## src/rtl/eth_crc32_d16.sv

```systemverilog
// Parallel CRC-32 (poly 0x04C11DB7, MSB-first, no reflection, no final XOR)
// folding one 16-bit word per clock into a 32-bit register.
module eth_crc32_d16 #(
  parameter logic [31:0] POLY = 32'h04C11DB7,
  parameter logic [31:0] INIT = 32'hFFFFFFFF
) (
  input  logic        clk,
  input  logic        rst,
  input  logic [15:0] data_in,
  input  logic        crc_en,
  output logic [31:0] crc_out
);

  localparam int unsigned CRC_W  = 32;
  localparam int unsigned DATA_W = 16;

  logic [CRC_W-1:0] crc_q;
  logic [CRC_W-1:0] crc_d;
  logic [CRC_W-1:0] crc_step;

  // Unrolled LFSR: DATA_W serial steps, data_in[15] consumed first
  always_comb begin
    logic fb;
    crc_step = crc_q;
    fb       = 1'b0;
    for (int i = DATA_W - 1; i >= 0; i--) begin
      fb       = crc_step[CRC_W-1] ^ data_in[i];
      crc_step = {crc_step[CRC_W-2:0], 1'b0} ^ (fb ? POLY : CRC_W'(0));
    end
  end

  // Next-state select: fold the word only when enabled, otherwise hold
  always_comb begin
    crc_d = crc_q;
    if (crc_en) begin
      crc_d = crc_step;
    end
  end

  // CRC register; reset wins over crc_en and discards the presented word
  always_ff @(posedge clk) begin
    if (rst) begin
      crc_q <= INIT;
    end else begin
      crc_q <= crc_d;
    end
  end

  assign crc_out = crc_q;

endmodule

```

## config.mk

```make
export PLATFORM = sky130hd
export DESIGN_NAME = eth_crc32_d16
export DESIGN_NICKNAME = d
export VERILOG_FILES = /design/src/rtl/eth_crc32_d16.sv
export SDC_FILE = /design/constraint.sdc
export NUM_CORES = 1
export LEC_CHECK = 0
export ABC_AREA = 1
export BUFFER_PORTS_ARGS = -buffer_cell sky130_fd_sc_hd__buf_2
export CAP_MARGIN = 20
export CELL_PAD_IN_SITES_DETAIL_PLACEMENT = 0
export CELL_PAD_IN_SITES_GLOBAL_PLACEMENT = 1
export CORE_UTILIZATION = 40
export DETAILED_ROUTE_END_ITERATION = 12
export HOLD_SLACK_MARGIN = 0.02
export PLACE_DENSITY = 0.84
export SYNTH_ARGS = -nofsm -noshare
export SYNTH_HDL_FRONTEND = slang
export SYNTH_SLANG_ARGS = --single-unit
```

## constraint.sdc

```tcl
create_clock -name clk -period 1.9 [get_ports clk]
set_clock_uncertainty 0.1 [all_clocks]
set_input_delay 0 -clock clk [delete_from_list [all_inputs] [get_ports clk]]
set_output_delay 0 -clock clk [all_outputs]
set_load 0.05 [all_outputs]
```

Word level (Yosys, flattened, before mapping)
Index checks and enable logic that the tools add are counted.

Bits in registers: 32. Latch bits: 0. Memory bits (writable): 0. ROM bits: 0. Bits of input ports: 19. Logic and storage cells: 49. Memories kept: 0.

$add $sub $neg: 0. Multiply operators: 0. Div/mod/pow operators: 0. Order comparisons: 0. Equal/unequal tests: 0. Shift operators: 0. Muxes and demuxes: 16. Bitwise logic cells: 32. Reductions and logical operators: 0.

Operator list (count): bitwise XOR 32 x 27 -> 32 bit (16); two-way mux 27 bit (16); bitwise XOR 1 bit (16).

Longest topological paths before layout
Gate-level depths: netlist of the first run.

Depth after elaboration: 48. Depth in mapped cells: 17.

Least setup slack after synthesis of the first run
Ideal clock, no wire load.

Path kind: register -> register. Start: reg crc_q[29] (netlist: crc_out[29]). End: reg crc_q[11] (netlist: crc_out[11]). Setup time: 0.115 ns. Arrival time: 1.922 ns. Required time: 1.685 ns. Slack: -0.237 ns. Cell stages (with the launch flop): 14. Buffers on the path: 0. Period minus slack after synthesis: 2.137 ns. Cells stage by stage: dfxtp_1 nand2_1 nand2_4 nand3_4 nand2_4 nand2_1 nand2_1 nand2_1 nand2_2 nand3_1 nand2_4 nand3_1 nand3_1 nand2_1.

Cells in the longest elaborated chain, start to end: 22.

Ends and longest elaborated chain: start, declared (RTL line 17) `logic [CRC_W-1:0] crc_q;`; start signal, assigned (RTL line 45) `crc_q <= crc_d;`; bitwise XOR 32 x 27 -> 32 bit * (2 in series) (RTL line 28) `crc_step = {crc_step[CRC_W-2:0], 1'b0} ^ (fb ? POLY : CRC_W'(0));`; bitwise XOR 1 bit * (RTL line 27) `fb = crc_step[CRC_W-1] ^ data_in[i];`; two-way mux 27 bit * (RTL line 28); bitwise XOR 32 x 27 -> 32 bit * (6 in series) (RTL line 28); bitwise XOR 1 bit (RTL line 27); two-way mux 27 bit (RTL line 28); bitwise XOR 32 x 27 -> 32 bit * (6 in series) (RTL line 28); bitwise XOR 1 bit (RTL line 27); two-way mux 27 bit (RTL line 28); bitwise XOR 32 x 27 -> 32 bit * (2 in series) (RTL line 28).

Every way passes the cells marked *; elsewhere a longest branch is shown, timed or not. A chain may end at the register's enable or synchronous reset.

Worst setup path after layout of the first run
Start: reg crc_q[31] (netlist: crc_out[31]). End: reg crc_q[16] (netlist: crc_out[16]).

Cells in the longest elaborated chain, start to end: 22.

Ends and longest elaborated chain (RTL line): bitwise XOR 1 bit * (27); two-way mux 27 bit * (28); bitwise XOR 32 x 27 -> 32 bit * (6 in series) (28); bitwise XOR 1 bit / bitwise XOR 32 x 27 -> 32 bit (equally long branches) (27, 28); two-way mux 27 bit / bitwise XOR 32 x 27 -> 32 bit (equally long branches) (28); bitwise XOR 32 x 27 -> 32 bit * (9 in series) (28); bitwise XOR 1 bit (27); two-way mux 27 bit (28); bitwise XOR 32 x 27 -> 32 bit * (28).

Marked as above.

==> impl_metrics.py, run 1 <==
metrics = {
    "detailed_routing": {
        "wl_um": 14000,
        "drt_iter0_markers": 246,
        "dr_total_vias": 4542,
        "drt_pass1_iterations": 9,
        "ant_nets": 0,
        "post_drt_wl_per_cell_um": 15.9,
        "drc": 5,
        "avgViaCountPerCell": 5.17,
    },
    "cts": {
        "insertion_delay_ns": 0.30,
        "cts_tree": "done",
        "cts_htree_levels": 2,
        "max-clock-path-buffers": 2,
        "cts_buffers": 5,
        "cts_sinks": 32,
        "clockRootBuffer": "clkbuf_8",
        "path_clk_slew_ns": 0.08,
        "hold_buffers": 0,
    },
    "min_path": {
        "hold_path_startpoint": "crc_en",
        "hp-class": "in2reg",
    },
    "synthesis": {
        "synth_most_common_cell": "nand2_1",
        "yosys_register_bits": 32,
        "synth_area_leaders": "nand2_1, dfxtp_1, xor2_1, nand2_2, nand3_1",
        "async_reset_ff_frac": 0,
        "synthFlopType": "dfxtp_1",
        "synth_cell_types": 26,
        "yosysTopAreaCellShare": 0.266,
        "syn_avg_cell_area_um2": 5.91,
        "netlist_area_mm2": 0.00366,
        "synth_commonest_cells": "nand2_1, nand3_1, nand2_2, inv_1, xor2_1",
        "seq_area_frac_synth": 0.175,
        "synthCells": 619,
        "synth_nets": 638,
        "ys_warn_count": 0,
        "synth_edf_count": 0,
        "yosys.area.top_type": "nand2_1",
    },
    "placed_design": {
        "io_buffers": 50,
        "gp_congestion": 1.00,
        "hpwl_um": 9700,
    },
    "timing": {
        "hold_viol": 0,
        "worst_pin_slew_ns": 0.678,
        "rsz0062_at_grt": "yes",
        "fmax_ghz": 0.509,
        "period_minus_slack_ns": 1.96,
        "finalWorstSetupSlack_ns": -0.0643,
        "drv_slew": 0,
        "fin_crit_sh": 1.03,
        "maxSlewHeadroom": 0.548,
        "setup_viol": 18,
        "hold_slack_ns": 0.0534,
    },
    "cells_and_area": {
        "largest_reg_flops": 32,
        "area_growth_syn_to_layout_pct": 62.0,
        "drive_above_1_share": 0.533,
        "multi_input_area_mm2": 0.00369,
        "regArea_um2": 668,
        "diodes": 0,
        "nFillCells": 757,
        "fin_nets": 789,
    },
    "grt": {
        "grt_pass1_wl_um": 20900,
        "first_global_vias": 4197,
        "grt_use_total": 0.281,
        "grt_antenna_before_repair": 0,
        "grt-ovfl-total": 0,
        "grt_max_degree": 32,
    },
    "critical_path": {
        "cp-end-kind": "flop",
        "cp.required_ns": 1.99,
        "arrival_ns": 2.05,
        "setup.worst_path.start_class": "flop",
        "path_class": "reg2reg",
        "setup.worst_path.start": "crc_out[31]",
        "endpoint": "crc_out[16]",
        "r2r_end": "crc_out[16]",
        "reg2reg_setup_slack_ns": -0.06,
        "reg2reg_depth": 15,
        "reg2reg_from": "crc_out[31]",
        "crit_fanout": 8,
    },
    "floorplan": {
        "row_count": 34,
        "io_pins": 51,
        "start_util": 0.415,
        "die_w_um": 97.6,
        "dieHeight_um": 97.6,
        "core_area_mm2": 0.00881,
        "die-area_mm2": 0.00953,
    },
    "run": {
        "cap_violations": 0,
    },
    "status": {
        "status": "complete, but fails checks",
        "violations": "design-rule violations, negative setup slack",
    },
}
-- per-layer routing --
layer  track usage  wire length (µm)  vias up  share of wire
met1         0.357              5930     2139           0.42
met3        0.0331               631       27          0.045
met2         0.491              7140      145           0.51
met5             0                 0        -              0
li1              -                 -     2231              -
met4        0.0944               291        0          0.021
-- metrics by stage --
| step | instances | setup TNS, ns | worst slack [ns] | util | cell area, µm² |
|---|---|---|---|---|---|
| after global placement | 835 | -2.08 | -0.188 | 0.514 | 4530 |
| after floorplan | 619 | -0.00962 | -0.00962 | - | 3680 |
| after global routing | 879 | -2.95 | -0.167 | 0.673 | 5930 |
| final | 879 | -0.476 | -0.0643 | 0.673 | 5930 |
| after detailed placement | 835 | -2.36 | -0.185 | 0.514 | 4530 |
| after CTS | 855 | -0.0177 | -0.00684 | 0.580 | 5100 |
-- worst min path at each step --
stage | end | slack, ns | cells after the start
3_3_place_gp | crc_out[29] | 0.36 | 3
5_1_grt | crc_out[29] | 0.09 | 3
2_1_floorplan | crc_out[24] | 0.004 | 2
4_1_cts | crc_out[21] | 0.07 | 3
3_5_place_dp | crc_out[21] | 0.37 | 3
6_report | crc_out[21] | 0.05 | 3
-- worst max-delay path, stage by stage (launching register included) --
cell and delay (ns):
dfxtp_4 0.37, inv_4 0.08, nand2_4 0.06, nand2_8 0.11
nand2_2 0.08, nand2_4 0.13, nand2_2 0.09, nand2_4 0.13
nand3_2 0.12, nand2_4 0.13, buf_4 0.14, nand2_1 0.06
nand2_1 0.07, nand2_1 0.05, nand3_2 0.06, nand2_1 0.05
-- what timing repair did --
item / 4_1_cts / 5_1_grt
gates resized for setup: 88 / 163
buffers inserted: 11 / 24
pin swaps: 39 / 74
endpoints found under the setup margin: 26 / 31
cloned: 1 / 0
-- cells by family after synthesis --
| group | after synthesis | synth area share |
|---|---|---|
| AOI/OAI and AO/OA | 52 | 0.0742 |
| xor gates and xnor gates | 56 | 0.145 |
| buffers and inverters | 68 | 0.0715 |
| DFF | 32 | 0.175 |
| and+or+nand+nor | 411 | 0.534 |
-- layout make-up --
type / instances / share of cell area
timing repair buffer: 152 / 0.186
inverter: 59 / 0.0395
tap: 108 / 0.0228
clock inverter: 2 / 0.00169
sequential: 32 / 0.113
multi-input combinational: 520 / 0.623
clock buffer: 6 / 0.0139
-- layout by cell type (no fill, tap or decap), types with 20 or more instances in the layout --
master / count
xor2_1: 24
dfxtp_1: 20
nand2_2: 95
nand3_1: 42
a21oi_1: 34
buf_2: 50
nand3_2: 20
nand2_1: 167
buf_4: 80
nand2_4: 64
buf_6: 21
inv_1: 41
Power of run 1 is left out: the tool's default activity adds up to more than one toggle a clock period on the data nets, which glitch-free logic cannot reach.
==> run 2: changes to the inputs <==
--- a/config.mk
+++ b/config.mk
@@ -13,7 +13,7 @@
 export CORE_UTILIZATION = 40
 export DETAILED_ROUTE_END_ITERATION = 12
 export HOLD_SLACK_MARGIN = 0.02
-export PLACE_DENSITY = 0.84
+export PLACE_DENSITY = 0.87
 export SYNTH_ARGS = -nofsm -noshare
 export SYNTH_HDL_FRONTEND = slang
 export SYNTH_SLANG_ARGS = --single-unit
==> impl_metrics.py, run 2 (synthesized netlist as in run 1, its figures left out) <==
metrics = {
    "status": {
        "status": "complete, but fails checks",
        "violations": "design-rule violations, negative setup slack",
    },
    "min_path": {
        "worstHoldPathCells": 3,
        "hp-class": "in2reg",
    },
    "detailed_routing": {
        "drt_pass1_iterations": 8,
        "drt_iter0_markers": 216,
        "ant_nets": 0,
        "wl_um": 14700,
        "post_drt_wl_per_cell_um": 16.7,
        "drc": 5,
        "avgViaCountPerCell": 5.21,
        "dr_total_vias": 4590,
    },
    "cells_and_area": {
        "design_area_mm2": 0.00617,
        "nFillCells": 739,
        "fin_nets": 791,
        "drive_above_1_share": 0.547,
        "area_growth_syn_to_layout_pct": 68.7,
        "layout_common_cells": "nand2_1, nand2_2, buf_4, nand2_4, buf_2",
        "diodes": 0,
        "layout_commonest_cell": "nand2_1",
        "largest_reg_flops": 32,
    },
    "cts": {
        "cts_tree": "done",
        "insertion_delay_ns": 0.30,
        "cts_sinks": 32,
        "cts_buffers": 5,
        "hold_buffers": 0,
        "cts_htree_levels": 2,
        "clockRootBuffer": "clkbuf_8",
        "path_clk_slew_ns": 0.09,
        "max-clock-path-buffers": 2,
    },
    "floorplan": {
        "die_w_um": 97.6,
        "core_area_mm2": 0.00881,
        "die-area_mm2": 0.00953,
        "dieHeight_um": 97.6,
        "io_pins": 51,
        "row_count": 34,
        "start_util": 0.415,
    },
    "critical_path": {
        "path_class": "reg2reg",
        "reg2reg_depth": 15,
        "cp-end-kind": "flop",
        "crit_fanout": 8,
        "setup.worst_path.start_class": "flop",
        "r2r_end": "crc_out[11]",
        "endpoint": "crc_out[11]",
        "arrival_ns": 2.07,
        "setup.worst_path.start": "crc_out[31]",
        "cp.required_ns": 1.99,
        "reg2reg_from": "crc_out[31]",
        "reg2reg_setup_slack_ns": -0.08,
    },
    "grt": {
        "grt_antenna_before_repair": 0,
        "grt_pass1_wl_um": 21300,
        "grt_use_total": 0.290,
        "first_global_vias": 4271,
        "grt-ovfl-total": 0,
        "grt_max_degree": 32,
    },
    "timing": {
        "setup_viol": 18,
        "hold_viol": 0,
        "worst_pin_slew_ns": 0.681,
        "rsz0062_at_grt": "yes",
        "maxSlewHeadroom": 0.546,
        "fin_crit_sh": 1.04,
        "finalWorstSetupSlack_ns": -0.0810,
        "period_minus_slack_ns": 1.98,
        "fmax_ghz": 0.505,
        "drv_slew": 0,
    },
    "placed_design": {
        "hpwl_um": 10100,
        "gp_congestion": 1.00,
        "dpl-instance-area_mm2": 0.00461,
        "io_buffers": 50,
    },
    "run": {
        "cap_violations": 0,
    },
}
run 2: cell type report:
class / count / area, µm² / area share
clock inverters: 2 / 33.8 / 0.00547
repair buffers: 154 / 1170 / 0.189
well taps: 108 / 135 / 0.0219
clock buffers: 6 / 82.6 / 0.0134
inverters: 59 / 234 / 0.0379
multi-input cells: 520 / 3840 / 0.623
flip-flops and latches: 32 / 673 / 0.109
run 2: worst min path at each step:
stage	from	slack, ns	end
finish	crc_en	0.11	crc_out[0]
global route	crc_en	0.17	crc_out[0]
CTS	crc_en	0.11	crc_out[0]
detailed placement	crc_out[18]	0.37	crc_out[18]
global placement	crc_out[18]	0.37	crc_out[18]
floorplan	rst	0.004	crc_out[24]
run 2: layer usage:
layer,GRT usage,share of wire
met1,0.358,0.41
met2,0.506,0.51
met3,0.0504,0.051
met4,0.100,0.031
met5,0,0
run 2: worst max-delay path, cell delays in order (launching register included):
cell and delay, ns:
dfxtp_4 0.39, inv_4 0.06, nand2_4 0.07, nand2_8 0.11, nand2_4 0.12, nand2_4 0.05, nand2_4 0.10, nand2_8 0.08
nand2_4 0.08, nand2_2 0.05, nand2_2 0.09, nand3_1 0.18, nand2_8 0.15, nand3_1 0.09, nand3_1 0.09, nand2_1 0.05
run 2: metrics by stage:
stage          std cells  hold WS, ns  setup TNS (ns)  utilization  setup slack (ns)
6_report             881        0.113          -0.824        0.701           -0.0810
3_5_place_dp         841        0.372           -2.89        0.524            -0.231
4_1_cts              865        0.112          -0.486        0.596           -0.0446
2_1_floorplan        619      0.00390        -0.00962            -          -0.00962
3_3_place_gp         841        0.366           -2.20        0.524            -0.208
5_1_grt              881        0.174           -3.31        0.701            -0.183
run 2: timing repair:
action                                  4_1_cts  5_1_grt
pin swaps                                    35       78
cloned                                        1        0
resized for setup                            89      188
buffers inserted                             15       17
endpoints found under the setup margin       29       31
Power of run 2 is left out for the same reason.
==> run 3: changes to the inputs <==
--- a/config.mk
+++ b/config.mk
@@ -17,3 +17,4 @@
 export SYNTH_ARGS = -nofsm -noshare
 export SYNTH_HDL_FRONTEND = slang
 export SYNTH_SLANG_ARGS = --single-unit
+export TNS_END_PERCENT = 20
==> impl_metrics.py, run 3 (synthesized netlist as in run 1, its figures left out) <==
metrics = {
    "grt": {
        "grt_use_total": 0.291,
        "grt-ovfl-total": 0,
        "grt_antenna_before_repair": 0,
        "first_global_vias": 4287,
        "grt_max_degree": 32,
        "grt_pass1_wl_um": 21400,
    },
    "detailed_routing": {
        "post_drt_wl_per_cell_um": 16.4,
        "dr_total_vias": 4555,
        "drt_pass1_iterations": 8,
        "ant_nets": 0,
        "drt_iter0_markers": 217,
        "avgViaCountPerCell": 5.18,
        "drc": 5,
        "wl_um": 14400,
    },
    "critical_path": {
        "setup.worst_path.start_class": "flop",
        "cp-end-kind": "flop",
        "arrival_ns": 2.09,
        "crit_fanout": 8,
        "cp.required_ns": 1.99,
        "path_class": "reg2reg",
    },
    "timing": {
        "finalWorstSetupSlack_ns": -0.100,
        "rsz0062_at_grt": "yes",
        "maxSlewHeadroom": 0.545,
        "period_minus_slack_ns": 2.00,
        "worst_pin_slew_ns": 0.682,
        "drv_slew": 0,
        "hold_viol": 0,
        "setup_viol": 18,
        "fin_crit_sh": 1.05,
        "fmax_ghz": 0.500,
    },
    "placed_design": {
        "hpwl_um": 10100,
        "dpl-instance-area_mm2": 0.00461,
        "gp_congestion": 1.00,
        "io_buffers": 50,
        "place_inst": 841,
    },
    "cts": {
        "cts_sinks": 32,
        "clockRootBuffer": "clkbuf_8",
        "path_clk_slew_ns": 0.08,
        "cts_htree_levels": 2,
        "cts_tree": "done",
        "cts_buffers": 5,
        "insertion_delay_ns": 0.30,
        "max-clock-path-buffers": 2,
    },
    "status": {
        "status": "complete, but fails checks",
        "violations": "design-rule violations, negative setup slack",
    },
    "cells_and_area": {
        "diodes": 0,
        "fin_cells": 879,
        "nFillCells": 794,
        "layout_commonest_cell": "nand2_1",
        "drive_above_1_share": 0.499,
        "layout_common_cells": "nand2_1, buf_4, nand2_2, nand2_4, buf_2",
        "design_area_mm2": 0.00594,
        "area_growth_syn_to_layout_pct": 62.5,
        "fin_nets": 789,
        "largest_reg_flops": 32,
    },
    "run": {
        "cap_violations": 0,
    },
    "floorplan": {
        "start_util": 0.415,
        "row_count": 34,
        "die-area_mm2": 0.00953,
        "core_area_mm2": 0.00881,
        "die_w_um": 97.6,
        "io_pins": 51,
        "dieHeight_um": 97.6,
    },
    "min_path": {
        "hp-class": "in2reg",
    },
}
run 3: cell types whose count changed in the layout (fill, tap and decap cells not counted), moves of 3 or more:
cell / delta
buf_4: +5
nand2_4: -8
nand2_8: -3
inv_2: -5
nand2_2: -14
buf_6: -7
nand3_1: +5
nand2_1: +25
nand3_2: -5
inv_1: +5
run 3: layer usage:
layer	up-vias	part of all wire	track usage
met2	127	0.50	0.504
met4	0	0.030	0.112
li1	2219	-	-
met1	2178	0.43	0.362
met3	31	0.041	0.0453
met5	-	0	0
run 3: repair_timing:
action	in CTS	in global routing
setup endpoints to repair	29	31
gates cloned	1	0
resized for setup	76	143
pin swaps	32	63
setup buffers	13	16
hold buffers	0	0
run 3: area by class of cell:
cell class	instances	area, µm²	area share
multi-input combinational	520	3660	0.616
sequential	32	673	0.113
inverter	59	234	0.0394
timing repair buffer	152	1120	0.189
clock inverter	2	33.8	0.00568
clock buffer	6	82.6	0.0139
tap	108	135	0.0227
run 3: metrics by stage:
step                hold WS [ns]  setup slack, ns  utilization  TNS [ns]
floorplan                0.00390         -0.00962            -  -0.00962
global placement           0.366           -0.208        0.524     -2.20
detailed placement         0.372           -0.231        0.524     -2.89
CTS                        0.112          -0.0447        0.586    -0.439
global route               0.167           -0.180        0.675     -3.22
finish                     0.136           -0.100        0.675    -0.721
run 3: critical path, stage by stage (launching register included):
cell and delay, ns:
dfxtp_4 0.37, inv_4 0.08, nand2_4 0.07, nand2_8 0.13, nand2_4 0.09, nand2_4 0.07
nand2_4 0.06, nand2_4 0.11, nand2_2 0.09, nand2_2 0.07, nand2_2 0.06, nand2_4 0.14
nand2_4 0.06, nand2_4 0.13, nand3_1 0.10, nand3_1 0.10, nand2_1 0.05
run 3: path summary, 6_finish.rpt:
path | from | end | slack (ns) | cells after the start
setup reg to reg | crc_out[31] | crc_out[11] | -0.10 | 16
hold reg to reg | crc_out[18] | crc_out[18] | 0.39 | 2
hold / removal | crc_en | crc_out[0] | 0.14 | 3
setup / recovery | crc_out[31] | crc_out[11] | -0.10 | 16
Power of run 3 is left out for the same reason.
